===== config.mk =====
export PLATFORM = sky130hd
export DESIGN_NAME = bin2bcd_8_flat
export DESIGN_NICKNAME = d
export VERILOG_FILES = /design/src/rtl/seg7_pkg.sv /design/src/rtl/bin2bcd_8_if.sv /design/src/rtl/bcd_add3.sv /design/src/rtl/bin2bcd_8.sv /design/src/flat_wrapper.sv
export SDC_FILE = /design/constraint.sdc
export NUM_CORES = 1
export LEC_CHECK = 0
export CAP_MARGIN = 10
export CORE_UTILIZATION = 55
export CTS_CLUSTER_SIZE = 30
export DETAILED_ROUTE_END_ITERATION = 10
export GPL_TIMING_DRIVEN = 0
export PLACE_DENSITY = 0.78
export SKIP_CTS_REPAIR_TIMING = 1
export SLEW_MARGIN = 40
export SYNTH_ARGS = -nofsm -noshare
export SYNTH_HDL_FRONTEND = slang
export SYNTH_SLANG_ARGS = --single-unit

===== constraint.sdc =====
create_clock -name iCLK -period 2.8 [get_ports iCLK]
set_clock_uncertainty 0.2 [all_clocks]
set_input_delay 0.56 -clock iCLK [delete_from_list [all_inputs] [get_ports iCLK]]
set_output_delay 0.56 -clock iCLK [all_outputs]
set_load 0.02 [all_outputs]

===== src/rtl/seg7_pkg.sv =====
// Shared definitions for the seven-segment display path: digit count,
// largest representable BCD value and the converter FSM state type.
package seg7_pkg;

  localparam int          DIGITS  = 8;
  localparam logic [31:0] BCD_MAX = 32'd99_999_999;

  typedef enum logic {
    IDLE,
    SHIFT
  } state_t;

endpackage


===== src/rtl/bin2bcd_8_if.sv =====
// Start/result bus between a requester and the bin2bcd_8 converter.
// The converter (slave) drives busy/done/digits/overflow back to the master.
interface bin2bcd_8_if #(
  parameter int BIN_W = 27
);

  logic             iSTART;
  logic [BIN_W-1:0] iBIN;
  logic             oBUSY;
  logic             oDONE;
  logic [31:0]      oDIG;
  logic             oOVF;

  modport master (
    output iSTART, iBIN,
    input  oBUSY, oDONE, oDIG, oOVF
  );

  modport slave (
    input  iSTART, iBIN,
    output oBUSY, oDONE, oDIG, oOVF
  );

endinterface


===== src/rtl/bcd_add3.sv =====
// Double-dabble digit corrector: adds 3 to a BCD digit of 5 or more so the
// following left shift carries correctly into the next decade.
module bcd_add3 (
  input  logic [3:0] digit,
  output logic [3:0] corrected
);

  assign corrected = (digit >= 4'd5) ? digit + 4'd3 : digit;

endmodule


===== src/rtl/bin2bcd_8.sv =====
// Sequential shift-and-add-3 binary to 8-digit packed BCD converter.
// Optional saturation of inputs above 99,999,999 is enabled by BIN2BCD_SAT_EN.
module bin2bcd_8
  import seg7_pkg::*;
#(
  parameter int BIN_W = 27
) (
  input logic         iCLK,
  input logic         iRST_N,
  bin2bcd_8_if.slave  bus
);

  localparam int CNT_W = $clog2(BIN_W + 1);

  state_t           state_reg;
  state_t           state_next;
  logic [BIN_W-1:0] bin_reg;
  logic [31:0]      scratch_reg;
  logic [CNT_W-1:0] cnt_reg;
  logic [31:0]      dig_reg;
  logic             done_reg;

  logic [31:0]      corrected;
  logic [31:0]      shifted;
  logic [31:0]      result_dig;
  logic             accept;
  logic             last_shift;

  generate
    for (genvar gi = 0; gi < DIGITS; gi++) begin : g_digit
      bcd_add3 u_add3 (
        .digit     (scratch_reg[gi*4 +: 4]),
        .corrected (corrected[gi*4 +: 4])
      );
    end
  endgenerate

  // Corrected scratch shifts left; the binary MSB enters digit 0 bit 0.
  assign shifted    = {corrected[30:0], bin_reg[BIN_W-1]};
  assign accept     = (state_reg == IDLE) && bus.iSTART;
  assign last_shift = (state_reg == SHIFT) && (cnt_reg == CNT_W'(1));

  always_ff @(posedge iCLK or negedge iRST_N) begin
    if (!iRST_N) begin
      state_reg <= IDLE;
    end else begin
      state_reg <= state_next;
    end
  end

  always_comb begin
    state_next = state_reg;
    case (state_reg)
      IDLE:    if (bus.iSTART) state_next = SHIFT;
      SHIFT:   if (cnt_reg == CNT_W'(1)) state_next = IDLE;
      default: state_next = IDLE;
    endcase
  end

  always_ff @(posedge iCLK or negedge iRST_N) begin
    if (!iRST_N) begin
      bin_reg     <= '0;
      scratch_reg <= '0;
      cnt_reg     <= '0;
      dig_reg     <= '0;
      done_reg    <= 1'b0;
    end else begin
      done_reg <= 1'b0;
      if (accept) begin
        bin_reg     <= bus.iBIN;
        scratch_reg <= '0;
        cnt_reg     <= CNT_W'(BIN_W);
      end else if (state_reg == SHIFT) begin
        scratch_reg <= shifted;
        bin_reg     <= bin_reg << 1;
        cnt_reg     <= cnt_reg - CNT_W'(1);
        if (last_shift) begin
          dig_reg  <= result_dig;
          done_reg <= 1'b1;
        end
      end
    end
  end

`ifdef BIN2BCD_SAT_EN
  logic big_reg;
  logic ovf_reg;

  // Oversize flag is taken from the raw input so the dabble itself stays untouched.
  always_ff @(posedge iCLK or negedge iRST_N) begin
    if (!iRST_N) begin
      big_reg <= 1'b0;
      ovf_reg <= 1'b0;
    end else begin
      if (accept) begin
        big_reg <= (33'(bus.iBIN) > 33'(BCD_MAX));
      end
      if (last_shift) begin
        ovf_reg <= big_reg;
      end
    end
  end

  assign result_dig = big_reg ? 32'h9999_9999 : shifted;
  assign bus.oOVF   = ovf_reg;
`else
  assign result_dig = shifted;
  assign bus.oOVF   = 1'b0;
`endif

  assign bus.oBUSY = (state_reg == SHIFT);
  assign bus.oDONE = done_reg;
  assign bus.oDIG  = dig_reg;

endmodule


===== src/flat_wrapper.sv =====
// flat-port wrapper written by rule: the top's interface ports become plain ports
module bin2bcd_8_flat import seg7_pkg::*;
#(
  parameter int BIN_W = 27
)
  (iCLK, iRST_N, bus_iSTART, bus_iBIN, bus_oBUSY, bus_oDONE, bus_oDIG, bus_oOVF);
  bin2bcd_8_if #(.BIN_W(BIN_W)) bus_i ();
  input logic iCLK;
  input logic iRST_N;
  input wire logic [$bits(bus_i.iSTART)-1:0] bus_iSTART;
  input wire logic [$bits(bus_i.iBIN)-1:0] bus_iBIN;
  output wire logic [$bits(bus_i.oBUSY)-1:0] bus_oBUSY;
  output wire logic [$bits(bus_i.oDONE)-1:0] bus_oDONE;
  output wire logic [$bits(bus_i.oDIG)-1:0] bus_oDIG;
  output wire logic [$bits(bus_i.oOVF)-1:0] bus_oOVF;
  assign bus_i.iSTART = bus_iSTART;
  assign bus_i.iBIN = bus_iBIN;
  assign bus_oBUSY = bus_i.oBUSY;
  assign bus_oDONE = bus_i.oDONE;
  assign bus_oDIG = bus_i.oDIG;
  assign bus_oOVF = bus_i.oOVF;
  bin2bcd_8 #(.BIN_W(BIN_W)) u_core (.iCLK(iCLK), .iRST_N(iRST_N), .bus(bus_i));
endmodule

==> results.py <==
metrics = {
    "outcome": {
        "outcome": "finished, final reports clean",
    },
    "cells_and_area": {
        "nFillCells": 642,
        "drive_gt1_share_pct": 11.6,
        "final_common_cell": "dfrtp_1",
        "syn_to_final_growth_pct": 20.8,
        "antenna_cells": 0,
        "layout.area.seq_mm2": 0.00245,
        "fin_area_mm2": 0.00585,
        "multi_input_area_mm2": 0.00216,
        "nets": 570,
        "final_cell_mix": "98 x dfrtp_1, 62 x clkdlybuf4s50_1, 59 x nand2_1",
    },
    "power_and_ir_drop": {
        "pwr-share-clk_pct": 14.2,
        "leakage_nw": 2.77,
        "p_sw_share_pct": 39.3,
        "cellPowerDensity_mw_per_mm2": 1140,
        "p_int_w": 0.00406,
        "peakVddDrop_mv": 0.380,
        "seq_power_share_pct": 37.9,
        "p_switching_w": 0.00262,
        "power.share.combinational_pct": 47.9,
    },
    "route": {
        "avgViaCountPerCell": 5.65,
        "vias": 3569,
        "wl_mm": 10.4,
        "drtIter0Drc": 201,
        "drt_pre_antenna_iters": 5,
        "wl_per_cell_um": 16.4,
        "ant_nets": 0,
        "drc": 0,
    },
    "die": {
        "die-area_mm2": 0.00919,
        "rows": 33,
        "start_util_pct": 57.8,
        "pin_count": 65,
        "core-area_mm2": 0.00838,
        "die_x_um": 95.8,
        "dieHeight_um": 95.8,
    },
    "yosys": {
        "avgSynthCellArea_um2": 10.9,
        "yosysUniqueCellTypes": 34,
        "synthXorXnorAreaFrac_pct": 1.81,
        "synth-simple-area-share_pct": 11.4,
        "syn_nets": 494,
        "synth_seq_area_share_pct": 50.6,
        "synth_top_area_share_pct": 50.6,
        "synth-edff-count": 0,
        "synth_area_leaders": "dfrtp_1 51%, mux2i_1 9.5%, ha_1 4.6%",
        "async_reset_ff_share_pct": 100,
        "synthAdderAreaFrac_pct": 4.65,
        "synth_top_cell_by_area": "dfrtp_1",
        "syn_area_mm2": 0.00484,
        "syn_inst": 446,
        "muxShareOfSynthArea_pct": 13.1,
        "synthFlopType": "dfrtp_1",
        "synth_compound_area_share_pct": 13.5,
        "synth_top_family_by_area": "compound AO/OA/AOI/OAI gates",
        "ys_ff_latch": 98,
        "yosys_warnings": 0,
    },
    "global_routing": {
        "grt_pass1_vias": 3542,
        "antenna_found_initial": 0,
        "grtUsageTotal_pct": 24.8,
        "grt_max_degree": 66,
        "grt-ovfl-total": 0,
        "grt_pass1_wl_mm": 17.0,
    },
    "hold_path": {
        "hold_path_class": "flip-flop to flip-flop",
    },
    "sta": {
        "hold_viol": 0,
        "tightestPinTransition_ns": 0.596,
        "fmax_ghz": 0.458,
        "setup_viol": 0,
        "layout_min_cycle_time_ns": 2.19,
        "holdWs_ns": 0.283,
        "slew_headroom_pct": 60.3,
        "drv_slew": 0,
        "rsz0062_at_grt": "false",
        "fin_crit_sh_pct": 78.1,
    },
    "clock_tree": {
        "clkTransAtPathRegs_ns": 0.09,
        "clock-root-buffer": "clkbuf_8",
        "clockBufferDepth": 2,
        "cts_tree": "built",
        "cts_buffers": 9,
        "htreeDepth": 3,
        "cts.sinks": 98,
        "worstSkewPairLatency_ns": 0.37,
    },
    "place": {
        "dpl-instance-area_mm2": 0.00564,
        "gp_congestion": 0.816,
        "portBuffers": 63,
        "place_hpwl_mm": 7.14,
    },
    "setup_path": {
        "cp_max_fo": 3,
        "crit_path_top_delay_cell": "clkdlybuf4s50_1",
        "start_kind": "flip-flop",
        "end_kind": "primary output",
        "worstPathRequired_ns": 2.04,
        "crit_buf_inv": 1,
        "max_stage_delay_ns": 0.64,
        "path_delay_family": "buffers and inverters",
        "path_cells": "clkdlybuf4s50_1",
        "criticalPathCategory": "flip-flop to primary output",
        "cp.arrival_ns": 1.43,
    },
    "run": {
        "cap_violations": 0,
    },
}
## layer usage
metal | vias to the layer above | global-route usage (%) | wire length (um)
met5 | - | 0 | 0
met4 | 0 | 7.46 | 125
met3 | 12 | 3.48 | 476
met2 | 101 | 40.7 | 4990
met1 | 1765 | 34.2 | 4790
li1 | 1691 | - | -
## through the flow
step / setup slack [ns] / utilization, % / instances / total power (W) / TNS, ns
floorplan: 1.19 / - / 446 / 0.00470 / 0
global placement: -2.71 / 66.9 / 614 / 0.00558 / -264.76
detailed placement: 0.563 / 67.3 / 615 / 0.00576 / 0
CTS: 0.601 / 69.7 / 631 / 0.00671 / 0
global route: 0.588 / 69.8 / 632 / 0.00715 / 0
finish: 0.614 / 69.8 / 632 / 0.00668 / 0
## power groups by stage
stage          registers (W)  clock network [W]  logic (W)
2_1_floorplan        0.00270                  0    0.00199
3_3_place_gp         0.00251                  0    0.00306
3_5_place_dp         0.00255                  0    0.00321
4_1_cts              0.00252           0.000967    0.00322
5_1_grt              0.00260            0.00102    0.00354
6_report             0.00253           0.000951    0.00320
## cells by family after synthesis
family | Yosys count
AOI/OAI and AO/OA | 102
and+or+nand+nor | 116
adders and majority gates | 18
muxes | 58
buffers and inverters | 43
xor gates and xnor gates | 10
other | 1
DFF | 98
## final cells by class
cell class / instances / area share (%)
Buffer: 24 / 2.76
Sequential cell: 98 / 41.9
Clock buffer: 12 / 2.65
Inverter: 19 / 1.26
Multi-Input combinational cell: 305 / 36.8
Clock inverter: 4 / 0.855
Timing Repair Buffer: 65 / 11.5
Tap cell: 105 / 2.24
## worst paths after layout
| path | startpoint | to | slack (ns) | depth (start not counted) |
|---|---|---|---|---|
| max in group asynchronous | iRST_N | u_core.bin_reg[13] | 1.34 | 3 |
| min in group asynchronous | iRST_N | u_core.scratch_reg[26] | 0.43 | 2 |
| worst max register to register | u_core.scratch_reg[12] | u_core.bus.oDIG[14] | 0.94 | 6 |
| worst min register to register | u_core.bus.oDIG[12] | u_core.bus.oDIG[12] | 0.28 | 2 |
| worst min-delay path | u_core.bus.oDIG[12] | u_core.bus.oDIG[12] | 0.28 | 2 |
| worst max-delay path | u_core.bus.oBUSY | bus_oBUSY | 0.61 | 1 |
## synth_stat cells (all sizes together), types with 4 or more instances
library cell / instances
dfrtp: 98
nand2: 59
mux2i: 46
o21ai: 46
buf: 20
nor2: 20
a21oi: 19
inv: 19
nand2b: 19
ha: 18
a21o: 12
mux2: 12
nor3: 9
xnor2: 9
a22o: 8
a31oi: 8
a32o: 8
nor3b: 7
clkbuf: 4
Note: power is estimated with default switching activity, not from simulation.
